--- src/rtl/spi_slave_ctrl.sv ---
// SPI slave front-end for the single-port RAM: deserialises 10-bit command words from MOSI and
// serialises read data back on MISO. SPI bits are sampled on clk, one bit per cycle.
module spi_slave_ctrl #(
  parameter int unsigned DATA_W     = 8,
  parameter int unsigned TX_TIMEOUT = 4
) (
  input  logic              clk,
  input  logic              rst_n,
  input  logic              ss_n,
  input  logic              mosi,
  output logic              miso,
  output logic [DATA_W+1:0] rx_data,
  output logic              rx_valid,
  input  logic [DATA_W-1:0] tx_data,
  input  logic              tx_valid
);

  localparam int unsigned WordW = DATA_W + 2;
  localparam int unsigned CntW  = $clog2(WordW);
  localparam int unsigned WaitW = $clog2(TX_TIMEOUT + 1);
  localparam int unsigned BitW  = $clog2(DATA_W + 1);
  localparam logic [CntW-1:0]  CntLast  = CntW'(WordW - 1);
  localparam logic [WaitW-1:0] WaitLast = WaitW'(TX_TIMEOUT - 1);
  localparam logic [BitW-1:0]  BitsInit = BitW'(DATA_W - 1);

  typedef enum logic [2:0] {StIdle, StChkCmd, StWrite, StReadAdd, StReadData} state_e;

  state_e            state_q, state_d;
  logic [CntW-1:0]   cnt_q, cnt_d;
  logic              word_done_q, word_done_d;
  logic [WordW-1:0]  shift_q, shift_d;
  logic [WordW-1:0]  rx_data_q, rx_data_d;
  logic              rx_valid_q, rx_valid_d;
  logic              rd_addr_done_q, rd_addr_done_d;
  logic [DATA_W-1:0] tx_shift_q, tx_shift_d;
  logic              miso_q, miso_d;
  logic              tx_wait_q, tx_wait_d;
  logic [WaitW-1:0]  wait_cnt_q, wait_cnt_d;
  logic [BitW-1:0]   bits_left_q, bits_left_d;
  logic [DATA_W-1:0] tx_load;

  always_comb begin
    state_d        = state_q;
    cnt_d          = cnt_q;
    word_done_d    = word_done_q;
    shift_d        = shift_q;
    rx_data_d      = rx_data_q;
    rx_valid_d     = 1'b0;
    rd_addr_done_d = rd_addr_done_q;
    tx_shift_d     = tx_shift_q;
    miso_d         = 1'b0;
    tx_wait_d      = tx_wait_q;
    wait_cnt_d     = wait_cnt_q;
    bits_left_d    = bits_left_q;
    tx_load        = '0;

    unique case (state_q)
      StIdle: begin
        cnt_d       = '0;
        word_done_d = 1'b0;
        tx_wait_d   = 1'b0;
        bits_left_d = '0;
        if (!ss_n) state_d = StChkCmd;
      end
      StChkCmd: begin
        if (ss_n)                state_d = StIdle;
        else if (!mosi)          state_d = StWrite;
        else if (rd_addr_done_q) state_d = StReadData;
        else                     state_d = StReadAdd;
      end
      default: begin
        if (ss_n) begin
          // Abort: partial words are dropped and any read shift stops.
          state_d     = StIdle;
          tx_shift_d  = '0;
          tx_wait_d   = 1'b0;
          bits_left_d = '0;
        end else if (!word_done_q) begin
          shift_d = {shift_q[WordW-2:0], mosi};
          if (cnt_q == CntLast) begin
            word_done_d = 1'b1;
            rx_valid_d  = 1'b1;
            rx_data_d   = shift_d;
            if (state_q == StReadAdd) rd_addr_done_d = 1'b1;
            if (state_q == StReadData) begin
              rd_addr_done_d = 1'b0;
              tx_wait_d      = 1'b1;
              wait_cnt_d     = '0;
            end
          end else begin
            cnt_d = cnt_q + CntW'(1);
          end
        end else if (state_q == StReadData && !rx_valid_q) begin
          // tx_valid is only looked at from the cycle after the strobe onwards.
          if (tx_wait_q) begin
            if (tx_valid || wait_cnt_q == WaitLast) begin
              tx_load     = tx_valid ? tx_data : '0;
              miso_d      = tx_load[DATA_W-1];
              tx_shift_d  = {tx_load[DATA_W-2:0], 1'b0};
              bits_left_d = BitsInit;
              tx_wait_d   = 1'b0;
            end else begin
              wait_cnt_d = wait_cnt_q + WaitW'(1);
            end
          end else if (bits_left_q != '0) begin
            miso_d      = tx_shift_q[DATA_W-1];
            tx_shift_d  = {tx_shift_q[DATA_W-2:0], 1'b0};
            bits_left_d = bits_left_q - BitW'(1);
          end
        end
      end
    endcase
  end

  always_ff @(posedge clk or negedge rst_n) begin
    if (!rst_n) begin
      state_q        <= StIdle;
      cnt_q          <= '0;
      word_done_q    <= 1'b0;
      shift_q        <= '0;
      rx_data_q      <= '0;
      rx_valid_q     <= 1'b0;
      rd_addr_done_q <= 1'b0;
      tx_shift_q     <= '0;
      miso_q         <= 1'b0;
      tx_wait_q      <= 1'b0;
      wait_cnt_q     <= '0;
      bits_left_q    <= '0;
    end else begin
      state_q        <= state_d;
      cnt_q          <= cnt_d;
      word_done_q    <= word_done_d;
      shift_q        <= shift_d;
      rx_data_q      <= rx_data_d;
      rx_valid_q     <= rx_valid_d;
      rd_addr_done_q <= rd_addr_done_d;
      tx_shift_q     <= tx_shift_d;
      miso_q         <= miso_d;
      tx_wait_q      <= tx_wait_d;
      wait_cnt_q     <= wait_cnt_d;
      bits_left_q    <= bits_left_d;
    end
  end

  assign miso     = miso_q;
  assign rx_data  = rx_data_q;
  assign rx_valid = rx_valid_q;

endmodule
--- config.mk ---
export PLATFORM = sky130hd
export DESIGN_NAME = spi_slave_ctrl
export DESIGN_NICKNAME = d
export VERILOG_FILES = /design/src/rtl/spi_slave_ctrl.sv
export SDC_FILE = /design/constraint.sdc
export NUM_CORES = 1
export LEC_CHECK = 0
export BUFFER_PORTS_ARGS = -buffer_cell sky130_fd_sc_hd__buf_2
export CORE_ASPECT_RATIO = 0.8
export CORE_UTILIZATION = 45
export DETAILED_ROUTE_END_ITERATION = 7
export HOLD_SLACK_MARGIN = 0.08
export SLEW_MARGIN = 40
export SYNTH_ARGS = -nofsm -noshare
export SYNTH_HDL_FRONTEND = slang
export SYNTH_SLANG_ARGS = --single-unit
export TNS_END_PERCENT = 10
--- constraint.sdc ---
create_clock -name clk -period 3.26 [get_ports clk]
set_input_delay 0.326 -clock clk [delete_from_list [all_inputs] [get_ports clk]]
set_output_delay 0.326 -clock clk [all_outputs]
set_load 0.01 [all_outputs]
==> results.ini <==
[layout]
regArea_mm2 = 0.00113
num_antenna_cells = 0
area_growth_syn_to_layout_pct = 11.5
multi_input_area_um2 = 975
nets = 226
fin_util_pct = 52.7
drive_above_1_share_pct = 31.3
n_fill_cell = 419

[logic_synthesis]
ys_types = 48
ys_async_sr_fraction_pct = 100
yosys-top-cells-count = dfrtp_1 (45), mux2_2 (25), nand2_1 (10)
synthesis.area_mm2 = 0.00218
post-synth-top-count-cell = dfrtp_1
synth_top_area_share_pct = 51.5
syn_inst = 183
ys_seq_elements = 45
syn_avg_cell_area_um2 = 11.9
ys_seq_area_share_pct = 51.5
synthTopCellsByArea = dfrtp_1 (52%), mux2_2 (13%), ha_1 (2.9%)
ys_warn_count = 0
synth_edf_count = 0
syn-num-nets = 201
ys.flop_type = dfrtp_1
yosysTopAreaCell = dfrtp_1

[floorplan]
die_h_um = 64.3
die_x_um = 79.9
die_area_mm2 = 0.00514
num_rows = 22
io_pins = 25
core_mm2 = 0.00462
initial_core_util_pct = 47.2

[sta]
slew_viol_final = 0
setup_violations = 0
setup_tns_ps = 0
rsz0062_at_grt = false
worst_pin_slew_ps = 733
fmax_mhz = 492
slew_headroom_pct = 50.8
hold_viol_final = 0
period_minus_slack_ps = 2030
period_share_pct = 62.3
clock_skew_ps = 9.79

[setup_path]
crit_top_cell = ha_1
cp_data_arrival_time_ps = 2210
end_kind = register
r2r-end = wait_cnt_q[0]$_DFFE_PN0P_
path_class = register to register
crit_cells = 6
cp.required_ps = 3440
cp-startpoint = wait_cnt_q[0]$_DFFE_PN0P_
crit_slowest_cell = dfrtp_1
endpoint = wait_cnt_q[0]$_DFFE_PN0P_
max_stage_delay_ps = 400
start_kind = register
worstPathMaxFanout = 4
worstRegToRegCells = 6
timing.rr.start = wait_cnt_q[0]$_DFFE_PN0P_
cp_top_family = simple AND/OR/NAND/NOR gates
r2r_slack_ps = 1230
critPathBufInv = 0
crit_chain = ha_1 > ha_1 > nor4b_4 > o22ai_1 > nor3_2 > mux2_1

[clock_tree]
clock_tree.root_cell = clkbuf_8
clk_pin_slew_worst_paths_ps = 90
postCtsSetupRepairBufs = 0
cts_tree = yes
clockBufferDepth = 2
cts_resized = 0
clk_latency_ps = 300
numClockSinks = 45
numCtsBuffers = 5
htree_levels = 2

[power_and_ir_drop]
p_comb_share_pct = 19.3
p_leak_uw = 0.00115
clkPwrFrac_pct = 25.3
p_int_uw = 929
ir_worst_vdd_mv = 0.294
p_per_area_mw_per_mm2 = 540
pwr-share-seq_pct = 55.4
swShare_pct = 29.4
power.switching_uw = 387

[placed_design]
gp_congestion = 0.855
dp.final_hpwl_mm = 2.70
io_buffers = 24

[run]
maxCapViolCount = 0

[drt]
vias_per_cell = 5.38
ant_nets = 0
drt_iter0_markers = 72
wl_per_cell_um = 14.3
drcViolationCount = 0
wirelength_mm = 3.85
dr_total_vias = 1442
drt_pass1_iterations = 4

[grt]
grt_usage_pct = 17.7
grt_max_degree = 46
first_global_vias = 1470
overflow = 0
antenna_found_initial = 0
grt_pass1_wl_mm = 6.84

[run_status]
status = finished clean

[worst_hold_path]
hold_path_class = primary input to register

## worst reg2reg max path, stage by stage, from the launching register on
cell and delay, ps:
dfrtp_1 400, ha_1 220, ha_1 210, nor4b_4 270
o22ai_1 150, nor3_2 310, mux2_1 360
## final cells by class
type | instances | area share (%)
tap | 60 | 3.08
multi-input combinational | 121 | 40.0
clock buffer | 5 | 2.83
inverter | 9 | 1.39
sequential | 45 | 46.2
timing repair buffer | 26 | 5.76
clock inverter | 2 | 0.668
## state kept, by name, indices dropped and copies added, names as in the netlist, 3 cells and up
| name | flops |
|---|---|
| tx_shift_q | 7 |
| shift_q | 9 |
| cnt_q | 4 |
| bits_left_q | 4 |
| wait_cnt_q | 3 |
| rx_data | 10 |
| state_q | 3 |
## metrics by stage
stage                     hold slack (ps)  worst slack (ps)  instance area, um^2  cells  total power, uW
after global routing                  303              1080                 2430    268             1400
final                                 262              1230                 2430    268             1320
after global placement                484              1300                 2340    260              975
after detailed placement              363              1230                 2340    260              993
after CTS                             259              1210                 2430    268             1330
after floorplan                      30.4              1420                 2180    183              923
## cells in the final DEF, fill, tap and decap left out, drive strengths merged, types with 5 or more instances in the layout
master / synthesis / routed
inv: 9 / 9
mux2i: 5 / 5
mux2: 26 / 26
clkbuf: 1 / 5
a22o: 6 / 6
nor2: 9 / 9
dfrtp: 45 / 45
ha: 5 / 5
nand2: 10 / 10
a21oi: 5 / 5
nor3: 9 / 9
buf: 7 / 25
## worst min-delay path by stage
stage               cells after the start              startpoint                          to
floorplan                               0                   rst_n  bits_left_q[0]$_DFFE_PN0P_
global placement                        1  rx_data[5]$_DFFE_PN0P_      rx_data[5]$_DFFE_PN0P_
detailed placement                      1                   rst_n        cnt_q[0]$_DFFE_PN0P_
CTS                                     3              tx_data[0]   tx_shift_q[1]$_DFFE_PN0P_
global route                            3              tx_data[0]   tx_shift_q[1]$_DFFE_PN0P_
finish                                  3              tx_data[0]   tx_shift_q[1]$_DFFE_PN0P_
## layer usage
| metal | vias to the layer above | share of wire (%) | routed length, um | GRT usage (%) |
|---|---|---|---|---|
| li1 | 705 | - | - | - |
| met1 | 706 | 49 | 1880 | 24.1 |
| met2 | 24 | 46 | 1780 | 27.1 |
| met3 | 7 | 3.6 | 137 | 4.43 |
| met4 | 0 | 1.3 | 51 | 6.70 |
| met5 | - | 0 | 0 | 0 |
## repair_timing
item / CTS / global route
hold buffers: 1 / 0
setup endpoints to repair: 0 / 0
hold endpoints to repair: 45 / 0
## power by group through the flow
| stage | clock, uW | combinational, uW | sequential [uW] |
|---|---|---|---|
| after CTS | 346 | 257 | 728 |
| after detailed placement | 0 | 253 | 740 |
| after global placement | 0 | 243 | 732 |
| after global routing | 372 | 287 | 743 |
| after floorplan | 0 | 221 | 702 |
| final | 332 | 254 | 729 |
## cell families after synthesis
| family | synth area share, % |
|---|---|
| buf+inv | 3.84 |
| flops | 51.5 |
| xor+xnor | 0.802 |
| fa+ha+maj | 2.86 |
| compound gates | 9.97 |
| mux | 15.7 |
| simple gates | 15.3 |
(Power assumes the default switching activity.)
